File: config.mk
export PLATFORM = sky130hd
export DESIGN_NAME = scene_sequencer
export DESIGN_NICKNAME = d
export VERILOG_FILES = /design/src/rtl/blackhole_pkg.sv /design/src/rtl/frame_edge_detect.sv /design/src/rtl/scene_sequencer.sv
export SDC_FILE = /design/constraint.sdc
export NUM_CORES = 1
export LEC_CHECK = 0
export CAP_MARGIN = 20
export CORE_AREA = 5 5 99 101
export DETAILED_ROUTE_END_ITERATION = 10
export DIE_AREA = 0 0 104 106
export PLACE_DENSITY = 0.58
export RECOVER_POWER = 25
export SYNTH_ARGS = -nofsm -noshare
export SYNTH_HDL_FRONTEND = slang
export SYNTH_SLANG_ARGS = --single-unit
File: constraint.sdc
create_clock -name clk -period 3.9 [get_ports clk]
set_input_delay 0.585 -clock clk [delete_from_list [all_inputs] [get_ports clk]]
set_output_delay 0.585 -clock clk [all_outputs]
set_load 0.01 [all_outputs]
File: src/rtl/blackhole_pkg.sv
// blackhole_pkg: shared scene states, animation defaults and screen geometry for the black hole renderer.
package blackhole_pkg;
    typedef enum logic [1:0] {
        WAIT   = 2'd0,
        FALL   = 2'd1,
        ABSORB = 2'd2
    } scene_state_t;
    localparam int DEF_TEXT_Y_TOP    = 20;
    localparam int DEF_TEXT_Y_END    = 276;
    localparam int DEF_WAIT_FRAMES   = 256;
    localparam int DEF_ABSORB_FRAMES = 32;
    localparam int SCREEN_W = 640;
    localparam int SCREEN_H = 480;
    localparam int CENTER_X = 320;
    localparam int CENTER_Y = 240;
endpackage

File: src/rtl/frame_edge_detect.sv
// frame_edge_detect: registered one-cycle pulse on each falling edge of the active-low vsync.
module frame_edge_detect (
    input  logic clk,
    input  logic reset,
    input  logic vsync,
    output logic frame_tick
);
    logic vsync_prev;
    always_ff @(posedge clk or posedge reset) begin
        if (reset) begin
            vsync_prev <= 1'b1;
            frame_tick <= 1'b0;
        end else begin
            vsync_prev <= vsync;
            frame_tick <= !vsync && vsync_prev;
        end
    end
endmodule

File: src/rtl/scene_sequencer.sv
// scene_sequencer: frame-rate "UW" text life cycle (wait, fall, absorb) and ring phase,
// with pause, single-step and speed control; outputs only change on the edge ending frame_tick.
module scene_sequencer
    import blackhole_pkg::*;
#(
    parameter int TEXT_Y_TOP    = DEF_TEXT_Y_TOP,
    parameter int TEXT_Y_END    = DEF_TEXT_Y_END,
    parameter int WAIT_FRAMES   = DEF_WAIT_FRAMES,
    parameter int ABSORB_FRAMES = DEF_ABSORB_FRAMES
) (
    input  logic        clk,
    input  logic        reset,
    input  logic        vsync,
    input  logic        pause,
    input  logic        step,
    input  logic [1:0]  speed,
    output logic        frame_tick,
    output logic [15:0] frame_cnt,
    output logic [7:0]  ring_phase,
    output logic [9:0]  text_y,
    output logic        text_visible,
    output logic [1:0]  scene_state
);
    localparam logic [9:0]  Y_TOP       = 10'(TEXT_Y_TOP);
    localparam logic [10:0] Y_END       = 11'(TEXT_Y_END);
    localparam logic [7:0]  WAIT_LAST   = 8'(WAIT_FRAMES - 1);
    localparam logic [7:0]  ABSORB_LAST = 8'(ABSORB_FRAMES - 1);

    scene_state_t state;
    logic        step_pending;
    logic        advance;
    logic [7:0]  timer;
    logic [2:0]  fstep;
    logic [10:0] y_next;

    frame_edge_detect u_edge (
        .clk        (clk),
        .reset      (reset),
        .vsync      (vsync),
        .frame_tick (frame_tick)
    );

    assign advance     = frame_tick && (!pause || step_pending || step);
    assign fstep       = {1'b0, speed} + 3'd1;
    // 11-bit sum so the end-row test cannot wrap
    assign y_next      = {1'b0, text_y} + {8'd0, fstep};
    assign scene_state = state;

    always_ff @(posedge clk or posedge reset) begin
        if (reset) begin
            frame_cnt    <= 16'd0;
            ring_phase   <= 8'd0;
            text_y       <= Y_TOP;
            text_visible <= 1'b1;
            state        <= WAIT;
            timer        <= 8'd0;
            step_pending <= 1'b0;
        end else begin
            if (frame_tick) frame_cnt <= frame_cnt + 16'd1;
            // a step only latches while paused and is consumed by the next advance
            step_pending <= pause && !advance && (step_pending || step);
            if (advance) begin
                ring_phase <= ring_phase + (8'd1 << speed);
                case (state)
                    WAIT: begin
                        timer <= (timer == WAIT_LAST) ? 8'd0 : timer + 8'd1;
                        state <= (timer == WAIT_LAST) ? FALL : WAIT;
                    end
                    FALL: begin
                        if (y_next >= Y_END) begin
                            text_y       <= Y_END[9:0];
                            text_visible <= 1'b0;
                            state        <= ABSORB;
                            timer        <= 8'd0;
                        end else begin
                            text_y <= y_next[9:0];
                        end
                    end
                    ABSORB: begin
                        if (timer == ABSORB_LAST) begin
                            text_y       <= Y_TOP;
                            text_visible <= 1'b1;
                            state        <= WAIT;
                            timer        <= 8'd0;
                        end else begin
                            timer <= timer + 8'd1;
                        end
                    end
                    default: begin
                        text_y       <= Y_TOP;
                        text_visible <= 1'b1;
                        state        <= WAIT;
                        timer        <= 8'd0;
                    end
                endcase
            end
        end
    end
endmodule

# ---- Word level (Yosys, flattened, before mapping)
# Index checks and enable logic that the tools add are counted.
dict set report totals {
  reg_bits 48
}
dict set report classes {
  magnitude_cmp 1
  n_reduce_logical 15
  shift 1
  mux 14
  add_sub_neg 5
  n_bitwise 1
  n_eq_ne 6
}
# op n
set op_table {}
lappend op_table {{$pmux W10 S3} 1}
lappend op_table {{$mux W8} 3}
lappend op_table {{$pmux W8 S3} 1}
lappend op_table {{$mux W10} 2}
lappend op_table {{$add A16 B1 Y16 const B} 1}
lappend op_table {{$add A10 B3 Y11} 1}
lappend op_table {{$ge A11 B9 Y1 const B} 1}
lappend op_table {{$add A8 B1 Y8 const B} 1}
lappend op_table {{$add A8 B8 Y8} 1}
lappend op_table {{$eq A8 B5 Y1 const B} 1}
lappend op_table {{$eq A8 B8 Y1 const B} 1}
lappend op_table {{$shl A1 B2 Y8 const A} 1}
lappend op_table {{$pmux W2 S3} 1}
lappend op_table {{$reduce_and A3 Y1} 2}
lappend op_table {{$logic_and A1 B1 Y1} 4}
lappend op_table {{$mux W2} 2}
lappend op_table {{$ne A2 B2 Y1 const B} 2}
lappend op_table {{$reduce_and A4 Y1} 1}
lappend op_table {{$add A2 B1 Y3 const B} 1}
lappend op_table {{$logic_not A1 Y1} 3}
lappend op_table {{$logic_or A1 B1 Y1} 3}
lappend op_table {{$mux W1} 3}
lappend op_table {{$pmux W1 S3} 1}
lappend op_table {{$eq A2 B1 Y1 const B} 1}
lappend op_table {{4 further kinds} 4}

# ---- Logic depth before layout (Yosys ltp)
# Gate-level depths: netlist (run 1).
dict set report depth {
  ltp_word 7
  depth_mapped 10
  depth_no_buf 10
}

# ---- Hierarchy
# Synthesis (run 1) repeated with hierarchy kept, for this count alone.
dict set report hier_totals {
  hier_cells 265
  area_unflattened_um2 2647.5
}
# mod cells_per_inst area_each_um2 instances
set modules_own_cells {}
lappend modules_own_cells {scene_sequencer 261 2578.7 1}
lappend modules_own_cells {frame_edge_detect 4 68.8 1}

# ---- Worst setup path after synthesis (run 1)
# No wires, ideal clock.
dict set report synth_path {
  kind {in2reg}
  startpoint {input port speed[0]}
  endpoint {register text_y[3]}
  t_arrival_ns 2.392
  t_required_ns 3.773
  slack_ns 1.382
  path_stages 10
  path_cell_list {inv_1 ha_1 inv_1 fa_1 nand3_1 or4_1 nand3_1 o31a_4 nor2_4 a221o_2}
}
dict set report synth_between {
  elab_chain_len 5
}
# item line
set synth_lines {}
lappend synth_lines {{start, declared} scene_sequencer.sv:16} ;# input logic [1:0] speed,
lappend synth_lines {{$add A2 B1 Y3 *} scene_sequencer.sv:44} ;# assign fstep = {1'b0, speed} + 3'd1;
lappend synth_lines {{$add A10 B3 Y11 *} scene_sequencer.sv:46} ;# assign y_next = {1'b0, text_y} + {8'd0, fstep};
lappend synth_lines {{$ge A11 B9 Y1} scene_sequencer.sv:70} ;# if (y_next >= Y_END) begin
lappend synth_lines {{$mux W10 *} scene_sequencer.sv:70}
lappend synth_lines {{$pmux W10 S3 *} scene_sequencer.sv:64} ;# case (state)
lappend synth_lines {{end signal, assigned} scene_sequencer.sv:71} ;# text_y <= Y_END[9:0];
lappend synth_lines {{end signal, assigned} scene_sequencer.sv:76} ;# text_y <= y_next[9:0];
lappend synth_lines {{end, declared} scene_sequencer.sv:20} ;# output logic [9:0] text_y,
# Mark *: on every way between the ends. The rest lies on a longest branch, timed or not.
# A chain may end at the register's enable or synchronous reset.

# ---- Worst setup path after layout (run 1)
dict set report layout_path {
  startpoint {input port speed[0]}
  endpoint {register state[1] (netlist: scene_state[1])}
}
dict set report layout_between {
  elab_chain_len 5
}
# item line
set layout_lines {}
lappend layout_lines {{$add A2 B1 Y3} scene_sequencer.sv:44}
lappend layout_lines {{$add A10 B3 Y11} scene_sequencer.sv:46}
lappend layout_lines {{$ge A11 B9 Y1} scene_sequencer.sv:70}
lappend layout_lines {{$ne A2 B2 Y1 (no source line)} n/a}
lappend layout_lines {{$reduce_and A3 Y1 (no source line)} n/a}
lappend layout_lines {{end signal, assigned} scene_sequencer.sv:67} ;# state <= (timer == WAIT_LAST) ? FALL : WAIT;
lappend layout_lines {{end, declared} scene_sequencer.sv:29} ;# scene_state_t state;
# No other way between the ends.

==> results.md, run 1 <==
- Post-Synthesis Cells: about 250
- Share of post-route cells with drive strength above 1: around 8.3%
- Antenna fix cells: 0
- DR pass1 iterations: 4
- Count of flip-flops with a built-in enable after synthesis: 0
- GRT Util Overall: a little over a tenth
- Final Non-Filler Cells: between 400 and 500
- Drt drc: 0
- Fillcell total: 908
- WP data required: roughly 4.1 ns
- Setup bufs post-CTS: 0
- Most common cell after layout, fill and taps aside: dfrtp_1
- Max IR drop VDD: around 0.25 mV
- Worst setup SP type: input pin
- Run status: finished clean
- Final instance area: 3280 um^2
- Util after Layout: 36.8%
- Most frequent cells in the layout: 44 x dfrtp_1, 42 x clkdlybuf4s50_1, 19 x nand2_1, 15 x xnor2_1
- Slew Limit Fails: 0
- Buffers added on ports: 44
- Via count: 2047
- Clk_skew: between 0.008 and 0.009 ns
- First-pass GRT wire length: between 10000 and 15000 um
- Tmin final: roughly 3 ns
- Delay-heaviest family, CP: compound AO/OA/AOI/OAI gates
- Drt first-iter violations: 109
- Starting Density: 28.7%
- Cell row count: 35
- Post-cts resize count: 0
- CTS buffer count: 5
- Async SR Flop Fraction: 100%
- Worst path bufs/invs: 3
- Root buffer cell: clkbuf_8
- Setup Viol. Count Final: 0
- Drt total wl: 5820 um
- Die Width: roughly 100 um
- Reg2reg start: text_y[0]
- Cell count after placement: 404
- Yosys Warn Count: 0
- CP startpoint: speed[0]
- Crit share post-route: 78.2%
- #FFs+latches synth: 48
- Initial antenna violation count: 0
- Number of distinct library cells after synthesis: 48
- Setup TNS Final: 0 ns
- F_max: around 0.33 GHz
- Placed inst area: 3130 um^2
- HP Start: frame_cnt[15]
- GRT overflow: 0
- R2R Setup Slk: 1.32 ns
- Cts hold-fix bufs: 0
- R2R cell count: 10
- Post-synthesis sequential area ratio: about 47%
- Crit Path Max Fanout: 8
- Number of global-route vias before repair: about 2000
- Vias per inst: between 4 and 5
- Worst-Margin Slew: 0.768 ns
- GPL Wtd Cong: between 0.8 and 0.9
- CP max stage delay: between 0.5 and 0.6 ns
- Critical path data arrival time: 3.22 ns
- Pwr Density: between 600 and 700 nW/um^2
- CTS Sinks: 48
- Setup CP Type: in -> reg
- CTS HTree Levels: 2
- Clk_lat worst skew: around 0.30 ns
- Crit end category: register
- Unrepaired setup endpoints after global routing: false
- Routed wire length per instance: 14.1 um
- CTS tree: built
- Hold path depth: 1
- Die H: around 110 um
- DIE AREA: roughly 11000 um^2
- Hold WC Path Type: reg -> reg
- Fin. Hold Viols: 0
- Fin nets: between 300 and 400
- Max_slew headroom: between 40% and 50%
- Slowest cell on crit path: clkdlybuf4s50_1
- Clock-pin slew on the worst setup and hold paths: about 0.1 ns
- # Max-Cap Violations: 0
- Largest net degree at the start of global routing: 49
- I/O pin cnt: between 40 and 50
- Max clock buf depth: 2
- Reg2reg end: scene_state[1]
- Syn_nets: between 200 and 300
- Post-Syn Area: 2560 um^2
- Dpl hpwl: approximately 4200 um
- Worst Hold End: frame_cnt[15]
- Post-route ant nets: 0
- Mean Syn Cell Area: between 10 and 15 um^2
- Leakage power: 1.44 nW
- P&R area growth vs syn: 28.1%
- Sequence of cells on the critical path: clkdlybuf4s50_1, inv_1, ha_1, inv_1, fa_1, nand3_1, o21ai_0, nand3_1, o31a_4, o211ai_1, mux2i_1
- Core box area: between 8000 and 9000 um^2
- Main synth FF type: dfrtp_1
[cells in the mapped netlist (2+ instances only)]
cell type  instances  area, um^2
dfrtp_1           44        1100
nor2b_1            6        37.5
and4_1             4        35.0
a21oi_1           13        65.1
nor3_1            10        50.1
xor2_1             9        78.8
and2_1             4        25.0
fa_1               2        40.0
inv_1             13        48.8
clkbuf_1           5        18.8
a22o_1             5        43.8
nand2_1           19        71.3
nand4_1            4        25.0
o2111ai_1          2        17.5
nand3_1           14        70.1
mux2i_1            2        20.0
or2_2              2        12.5
o21a_1             2        15.0
xnor2_1           15         131
mux2_2             2        22.5
o21ai_0            9        45.0
and3_1             5        31.3
dfstp_2            4         105
a31oi_1            5        31.3
nor2_1            14        52.6
ha_1               8         100
o31ai_1            3        22.5
a21o_1             3        22.5
a221o_2            2        22.5
or3_1              4        25.0
nand2b_1           3        18.8
[metal layers]
layer  vias up  global-route usage [%]  part of all wire, %
met4         0                    3.52                  1.3
met5         -                       0                    0
met3         7                    2.91                  6.0
li1       1006                       -                    -
met2        57                    16.6                   44
met1       977                    15.2                   49
[cells by family (layout without fill, tap and decap cells)]
logic type / after synthesis / count (layout) / share of synthesized area [%]
adders and majority gates: 10 / 10 / 5.47
DFF: 48 / 48 / 47.0
xor gates and xnor gates: 24 / 24 / 8.20
AOI/OAI and AO/OA: 53 / 53 / 14.4
muxes: 5 / 5 / 2.24
and+or+nand+nor: 95 / 95 / 19.8
buffers and inverters: 19 / 67 / 2.83
[worst max-delay path by stage]
stage                           to  slack [ns]  cells after the start
floorplan                text_y[3]        1.38                     10
global placement          timer[0]        0.63                     11
detailed placement        timer[0]        0.54                     11
CTS                       timer[0]        0.86                     11
global route        scene_state[1]        0.67                     11
finish              scene_state[1]        0.85                     11
[stage by stage]
step / hold slack (ns) / power, W / worst slack (ns)
after floorplan: 0.468 / 0.00124 / 1.38
after global placement: 0.464 / 0.00157 / 0.633
after detailed placement: 0.469 / 0.00158 / 0.544
after CTS: 0.483 / 0.00203 / 0.861
after global routing: 0.507 / 0.00216 / 0.672
final: 0.473 / 0.00201 / 0.849
[power breakdown]
part | switching (W) | total (W) | internal, W
Sequential | 0.000183 | 0.000816 | 0.000634
Combinational | 0.000355 | 0.000753 | 0.000398
Clock | 0.000183 | 0.000442 | 0.000258
[final cells by class]
type | instances | area [um^2] | share of cell area [%]
Tap cell | 111 | 139 | 4.23
Timing Repair Buffer | 46 | 468 | 14.2
Clock buffer | 5 | 68.8 | 2.10
Inverter | 13 | 48.8 | 1.49
Sequential cell | 48 | 1210 | 36.7
Multi-Input combinational cell | 187 | 1280 | 39.1
Clock inverter | 3 | 68.8 | 2.10
[state kept, by name (all words and copies together), names as in the netlist]
register	count
u_edge.vsync_prev	1
scene_state	2
step_pending	1
text_visible	1
timer	8
u_edge.frame_tick	1
text_y	10
ring_phase	8
frame_cnt	16
No activity file was read; power rests on OpenSTA's default activity.
==> run 2: changes to the inputs <==
==> constraint.sdc (replaced) <==
create_clock -name clk -period 2.9 [get_ports clk]
set_input_delay 0.435 -clock clk [delete_from_list [all_inputs] [get_ports clk]]
set_output_delay 0.435 -clock clk [all_outputs]
set_load 0.01 [all_outputs]
==> run 2 against run 1 <==
Net effect:
- combinational power rose by 47%
- largest cell class unchanged
- clock-buffer cell count unchanged
- worst hold slack improved by 0.0044 ns
- first-iteration DRC count increased by 12%
- critical endpoint is now text_y[1]
- sequential share of layout area down 1.0 points
- worst setup slack lost 0.67 ns
- wire length rose by 2.4%
- critical path depth unchanged
==> results.md, run 2 (same netlist as run 1, synthesis figures left out) <==
- Crit share post-route: 93.7%
- Core box area: 8930 um^2 (unchanged)
- Slew Limit Fails: 0 (unchanged)
- Worst-Margin Slew: 0.949 ns (+0.182 ns)
- Tmin final: 2.72 ns
- Crit Path Max Fanout: 5 (-3)
- Drt drc: 0 (unchanged)
- I/O pin cnt: 45 (unchanged)
- Comb power frac: 41.1% (+3.7 points)
- Switch share: 36.5% (+0.63 points)
- Antenna fix cells: 0 (unchanged)
- DIE AREA: 11000 um^2 (unchanged)
- Die H: 106 um (unchanged)
- Max clock buf depth: 2 (unchanged)
- Max reg flops: 16 (unchanged)
- Die Width: 104 um (unchanged)
- Routed wire length per instance: 13.9 um (-1.5%)
- GRT busiest layer: met2
- Final Non-Filler Cells: 429 (+3.9%)
- M2 GR Usage: 17.3% (+0.77 points)
- Leakage power: 1.50 nW (+3.9%)
- CTS Sinks: 48 (unchanged)
- # Max-Cap Violations: 0 (unchanged)
- Post-route ant nets: 0 (unchanged)
- GR Layer Usage met3: 3.16% (+0.24 points)
- Share of post-route cells with drive strength above 1: 13.8% (+5.6 points)
- Number of global-route vias before repair: 2119 (+3.8%)
- Final instance area: 3380 um^2 (+2.9%)
- CTS buffer count: 5 (unchanged)
- Run status: finished clean
- GRT Util Overall: 11.2% (+0.22 points)
- Crit end category: register
- Clk_skew: 0.00818 ns (-0.000544 ns)
- GPL Wtd Cong: 0.867 (+7.9%)
- Most frequent cells in the layout: 44 x dfrtp_1, 41 x clkdlybuf4s50_1, 19 x nand2_1, 17 x buf_4, 15 x xnor2_1
- Switching power: 0.000990 W (+37%)
- CP startpoint: speed[0]
- Max IR drop VDD: 0.248 mV (-2.8%)
- Reg power frac: 40.6% (about the same)
- Cell count after placement: 421 (+4.2%)
- Met1 Resource Use GR: 15.0% (-0.16 points)
- Fin nets: 334 (+5.0%)
- Largest net degree at the start of global routing: 26 (-47%)
- Util after Layout: 37.8% (+1.1 points)
- Setup bufs post-CTS: 0 (unchanged)
- CTS tree: built
- Cell row count: 35 (unchanged)
- P&R area growth vs syn: 31.8%
- Internal power: 0.00172 W (+34%)
- Setup Viol. Count Final: 0 (unchanged)
- Hold WC Path Type: reg -> reg
- First-pass GRT wire length: 10300 um (+2.1%)
- F_max: 0.368 GHz
- Drt first-iter violations: 122 (+12%)
- Buffers added on ports: 44 (unchanged)
- Setup CP Type: in -> reg
- Worst setup SP type: input pin
- Reg2reg start: text_y[0]
- Unrepaired setup endpoints after global routing: false
- Most common cell after layout, fill and taps aside: dfrtp_1
- Most flop-heavy register: frame_cnt
- WP data required: 3.15 ns (-0.92 ns)
- Clk_lat worst skew: 0.30 ns (about the same)
- Starting Density: 28.7% (unchanged)
- Post-cts resize count: 0 (unchanged)
- Biggest regs: frame_cnt: 16 flops, text_y: 10 flops
- Initial antenna violation count: 0 (unchanged)
- Via count: 2098 (+2.5%)
- Critical path data arrival time: 2.96 ns (-0.26 ns)
- Setup TNS Final: 0 ns (unchanged)
- HP Start: ring_phase[7]
- Pwr Density: 803 nW/um^2 (+31%)
- GRT overflow: 0 (unchanged)
- Max_slew headroom: 36.7% (-12 points)
- Clk network pwr share: 18.3% (-3.7 points)
- Placed inst area: 3250 um^2 (+4.1%)
- Root buffer cell: clkbuf_8
- Drt total wl: 5960 um (+2.4%)
- CTS HTree Levels: 2 (unchanged)
- Clock-pin slew on the worst setup and hold paths: 0.09 ns (about the same)
- DR pass1 iterations: 4 (unchanged)
- Vias per inst: 4.89 (-1.3%)
- Fin. Hold Viols: 0 (unchanged)
- Dpl hpwl: 4540 um (+6.8%)
- Cts hold-fix bufs: 0 (unchanged)
==> run 2: cell count changes in the layout (fill, tap and decap cells not counted), sizes merged <==
| cell | previous run | this run |
|---|---|---|
| clkdlybuf4s50 | 42 | 41 |
| clkbuf | 5 | 6 |
| clkinvlp | 0 | 1 |
| inv | 14 | 13 |
| bufinv | 2 | 1 |
| buf | 2 | 17 |
| dlygate4sd3 | 2 | 3 |
| clkinv | 0 | 1 |
==> run 2: worst paths after layout <==
path                                  to  slack [ns]  cells past startpoint
min in group asynchronous  frame_cnt[14]        0.77                      2
setup / recovery               text_y[1]        0.18                     11
hold / removal             ring_phase[7]        0.48                      1
setup reg to reg               text_y[1]        0.41                     11
max in group asynchronous  frame_cnt[13]        1.03                      3
hold reg to reg            ring_phase[7]        0.48                      1
==> run 2: cell type report <==
type                    count  area, um^2
flip-flops and latches     48        1210
clock inverters             3        42.5
multi-input cells         187        1300
clock buffers               5        68.8
well taps                 111         139
fillers                   903        5550
inverters                  13        48.8
repair buffers             62         572
==> run 2: worst max-delay path: stages <==
cell	delay [ns]
clkdlybuf4s50_1	0.50
inv_1	0.05
ha_1	0.21
buf_4	0.13
nor2b_1	0.29
o2111ai_1	0.19
mux2_4	0.34
or3_4	0.42
nor2_4	0.16
buf_4	0.14
a22o_1	0.10
==> run 2: metal layers <==
| layer | vias up | share of wire [%] |
|---|---|---|
| li1 | 1034 | - |
| met1 | 1007 | 49 |
| met2 | 52 | 45 |
| met3 | 5 | 4.8 |
| met4 | 0 | 0.96 |
| met5 | - | 0 |
==> run 2: per-stage QoR <==
| stage | total power (W) | setup WS, ns | hold WS (ns) |
|---|---|---|---|
| final | 0.00271 | 0.182 | 0.477 |
| after global routing | 0.00293 | 0.0361 | 0.501 |
| after CTS | 0.00272 | 0.136 | 0.484 |
| after detailed placement | 0.00222 | -0.182 | 0.471 |
| after global placement | 0.00219 | -0.147 | 0.462 |
| after floorplan | 0.00167 | 0.532 | 0.439 |
==> run 2: power groups by stage <==
| stage | combinational, W | sequential, W | clock [W] |
|---|---|---|---|
| after floorplan | 0.000586 | 0.00109 | 0 |
| after global placement | 0.00109 | 0.00111 | 0 |
| after detailed placement | 0.00110 | 0.00111 | 0 |
| after CTS | 0.00111 | 0.00110 | 0.000512 |
| after global routing | 0.00124 | 0.00115 | 0.000539 |
| final | 0.00111 | 0.00110 | 0.000496 |
==> run 3: changes to the inputs <==
--- a/config.mk
+++ b/config.mk
@@ -6,11 +6,12 @@
 export NUM_CORES = 1
 export LEC_CHECK = 0
 export CAP_MARGIN = 20
-export CORE_AREA = 5 5 99 101
+export CORE_AREA = 5 5 97 99
 export DETAILED_ROUTE_END_ITERATION = 10
-export DIE_AREA = 0 0 104 106
-export PLACE_DENSITY = 0.58
+export DIE_AREA = 0 0 102 104
+export PLACE_DENSITY = 0.6
 export RECOVER_POWER = 25
+export SLEW_MARGIN = 25
 export SYNTH_ARGS = -nofsm -noshare
 export SYNTH_HDL_FRONTEND = slang
 export SYNTH_SLANG_ARGS = --single-unit
==> run 3 against run 2 <==
Net effect:
- non-clock buffer count stayed put
- sequential cell count unchanged
- global-route usage grew 0.52 points
- critical path depth up 2
- register-to-register slack lost 0.05 ns
- power shrank 1.9%
- sequential share of layout area grew 0.13 points
- via count increased by 0.57%
- worst setup slack worse by 0.045 ns
- critical endpoint is now text_y[2]
- fmax down 1.6%
==> results.md, run 3 (same netlist as run 1, synthesis figures left out) <==
- Clk_skew: 0.00751 ns (-0.000666 ns)
- Crit Path Max Fanout: 7 (+2)
- Hold Slack: 0.474 ns (-0.00327 ns)
- Run status: finished clean
- Die H: 104 um (-1.9%)
- Slew Limit Fails: 0 (unchanged)
- Fin. Hold Viols: 0 (unchanged)
- Reg2reg start: text_y[0]
- Initial antenna violation count: 0 (unchanged)
- Cts hold-fix bufs: 0 (unchanged)
- Delay-heaviest family, CP: buffers and inverters
- Number of global-route vias before repair: 2055 (-3.0%)
- I/O pin cnt: 45 (unchanged)
- Drt first-iter violations: 78 (-36%)
- Post-route ant nets: 0 (unchanged)
- Worst path bufs/invs: 5 (+1)
- Setup CP Type: in -> reg
- DR pass1 iterations: 4 (unchanged)
- Leakage power: 1.51 nW (+0.63%)
- Post-cts resize count: 0 (unchanged)
- Max IR drop VDD: 0.309 mV (+24%)
- Placed inst area: 3270 um^2 (+0.42%)
- Core box area: 8470 um^2 (-5.2%)
- Drt total wl: 5940 um (-0.37%)
- CP startpoint: speed[0]
- Vias per inst: 4.95 (+1.3%)
- Tmin final: 2.76 ns (+0.0448 ns)
- Antenna fix cells: 0 (unchanged)
- P&R area growth vs syn: 31.3%
- Clk_lat worst skew: 0.30 ns (about the same)
- CTS tree: built
- Worst Hold End: frame_cnt[15]
- Crit end category: register
- GRT Util Overall: 11.7% (+0.52 points)
- Slowest cell on crit path: clkdlybuf4s50_1
- Most common cell after layout, fill and taps aside: dfrtp_1
- Crit share post-route: 95.3% (+1.5 points)
- Setup bufs post-CTS: 0 (unchanged)
- # Max-Cap Violations: 0 (unchanged)
- Critical path data arrival time: 2.99 ns (+0.03 ns)
- R2R cell count: 11 (unchanged)
- Biggest regs: frame_cnt: 16 flops, text_y: 10 flops
- Worst-Margin Slew: 1.08 ns (+0.126 ns)
- Setup Viol. Count Final: 0 (unchanged)
- First-pass GRT wire length: 10100 um (-1.6%)
- Starting Density: 30.3% (+1.6 points)
- GRT overflow: 0 (unchanged)
- Die Width: 102 um (-1.9%)
- CTS Sinks: 48 (unchanged)
- Total power draw: 0.00266 W (-1.9%)
- Most flop-heavy register: frame_cnt
- Sequence of cells on the critical path: clkdlybuf4s50_1, inv_1, ha_1, inv_1, fa_1, nand3_1, buf_4, o21ai_0, nand3_1, o31a_4, buf_4, nor4_1, nor3_1
- Max_slew headroom: 28.2% (-8.5 points)
- DIE AREA: 10600 um^2 (-3.8%)
- Max clock buf depth: 2 (unchanged)
- Via count: 2110 (+0.57%)
- Unrepaired setup endpoints after global routing: false
- Root buffer cell: clkbuf_8
- Cell row count: 34 (-2.9%)
- HP Start: frame_cnt[15]
- Largest net degree at the start of global routing: 26 (unchanged)
- Fin nets: 334 (unchanged)
- Hold WC Path Type: reg -> reg
- Worst setup SP type: input pin
- Routed wire length per instance: 13.9 um (+0.33%)
- R2R Setup Slk: 0.36 ns (-0.05 ns)
- GPL Wtd Cong: 0.869 (+0.18%)
- CTS buffer count: 5 (unchanged)
- F_max: 0.362 GHz (-1.6%)
- CTS HTree Levels: 2 (unchanged)
- CP max stage delay: 0.50 ns (about the same)
- Drt drc: 0 (unchanged)
- Hold path depth: 1 (unchanged)
- Reg2reg end: text_y[2]
- WP data required: 3.13 ns (-0.02 ns)
- Final instance area: 3370 um^2 (-0.37%)
- Most frequent cells in the layout: 44 x dfrtp_1, 41 x clkdlybuf4s50_1, 19 x nand2_1, 17 x buf_4, 15 x xnor2_1
- Dpl hpwl: 4470 um (-1.4%)
- Max reg flops: 16 (unchanged)
- Clock-pin slew on the worst setup and hold paths: 0.09 ns (about the same)
- Pwr Density: 790 nW/um^2 (-1.6%)
- Buffers added on ports: 44 (unchanged)
- Share of post-route cells with drive strength above 1: 12.3% (-1.6 points)
## run 3: layout make-up
class | count | area (um^2)
Tap cell | 108 | 135
Inverter | 13 | 48.8
Clock buffer | 7 | 76.3
Clock inverter | 1 | 30.0
Fill cell | 859 | 5100
Timing Repair Buffer | 62 | 581
Sequential cell | 48 | 1210
Multi-Input combinational cell | 187 | 1290
## run 3: through the flow
stage	util, %	worst slack, ns	std cells	setup TNS (ns)
finish	39.8	0.137	426	0
global route	39.8	0.00984	426	0
CTS	39.9	0.153	426	0
detailed placement	38.6	-0.154	418	-1.71
global placement	38.6	-0.130	418	-1.43
floorplan	-	0.532	254	0
## run 3: layer usage
metal	part of all wire (%)	track usage [%]	routed length (um)	up-vias
met2	47	18.7	2770	50
met1	46	15.6	2750	1020
met5	0	0	0	-
li1	-	-	-	1032
met4	1.2	3.09	70	0
met3	6.0	2.88	357	8
## run 3: power by group
| group | total, W | internal (W) | switching, W |
|---|---|---|---|
| combinational | 0.00108 | 0.000598 | 0.000481 |
| sequential | 0.00110 | 0.000853 | 0.000251 |
| clock | 0.000477 | 0.000258 | 0.000219 |
## run 3: worst max path at each step
stage,slack [ns],to,cells past startpoint
4_1_cts,0.15,text_y[2],13
3_5_place_dp,-0.15,text_y[2],13
5_1_grt,0.01,timer[3],12
3_3_place_gp,-0.13,text_y[1],12
2_1_floorplan,0.53,text_y[3],10
6_report,0.14,text_y[2],13
## run 3: worst register-to-register path, stage by stage (launching register included)
cell and delay (ns):
dfrtp_1 0.40, inv_1 0.06, ha_1 0.17, inv_1 0.06
fa_1 0.38, buf_4 0.16, or3_1 0.30, o2111a_1 0.17
o31a_4 0.33, buf_4 0.15, nor4_1 0.22, nor3_1 0.07
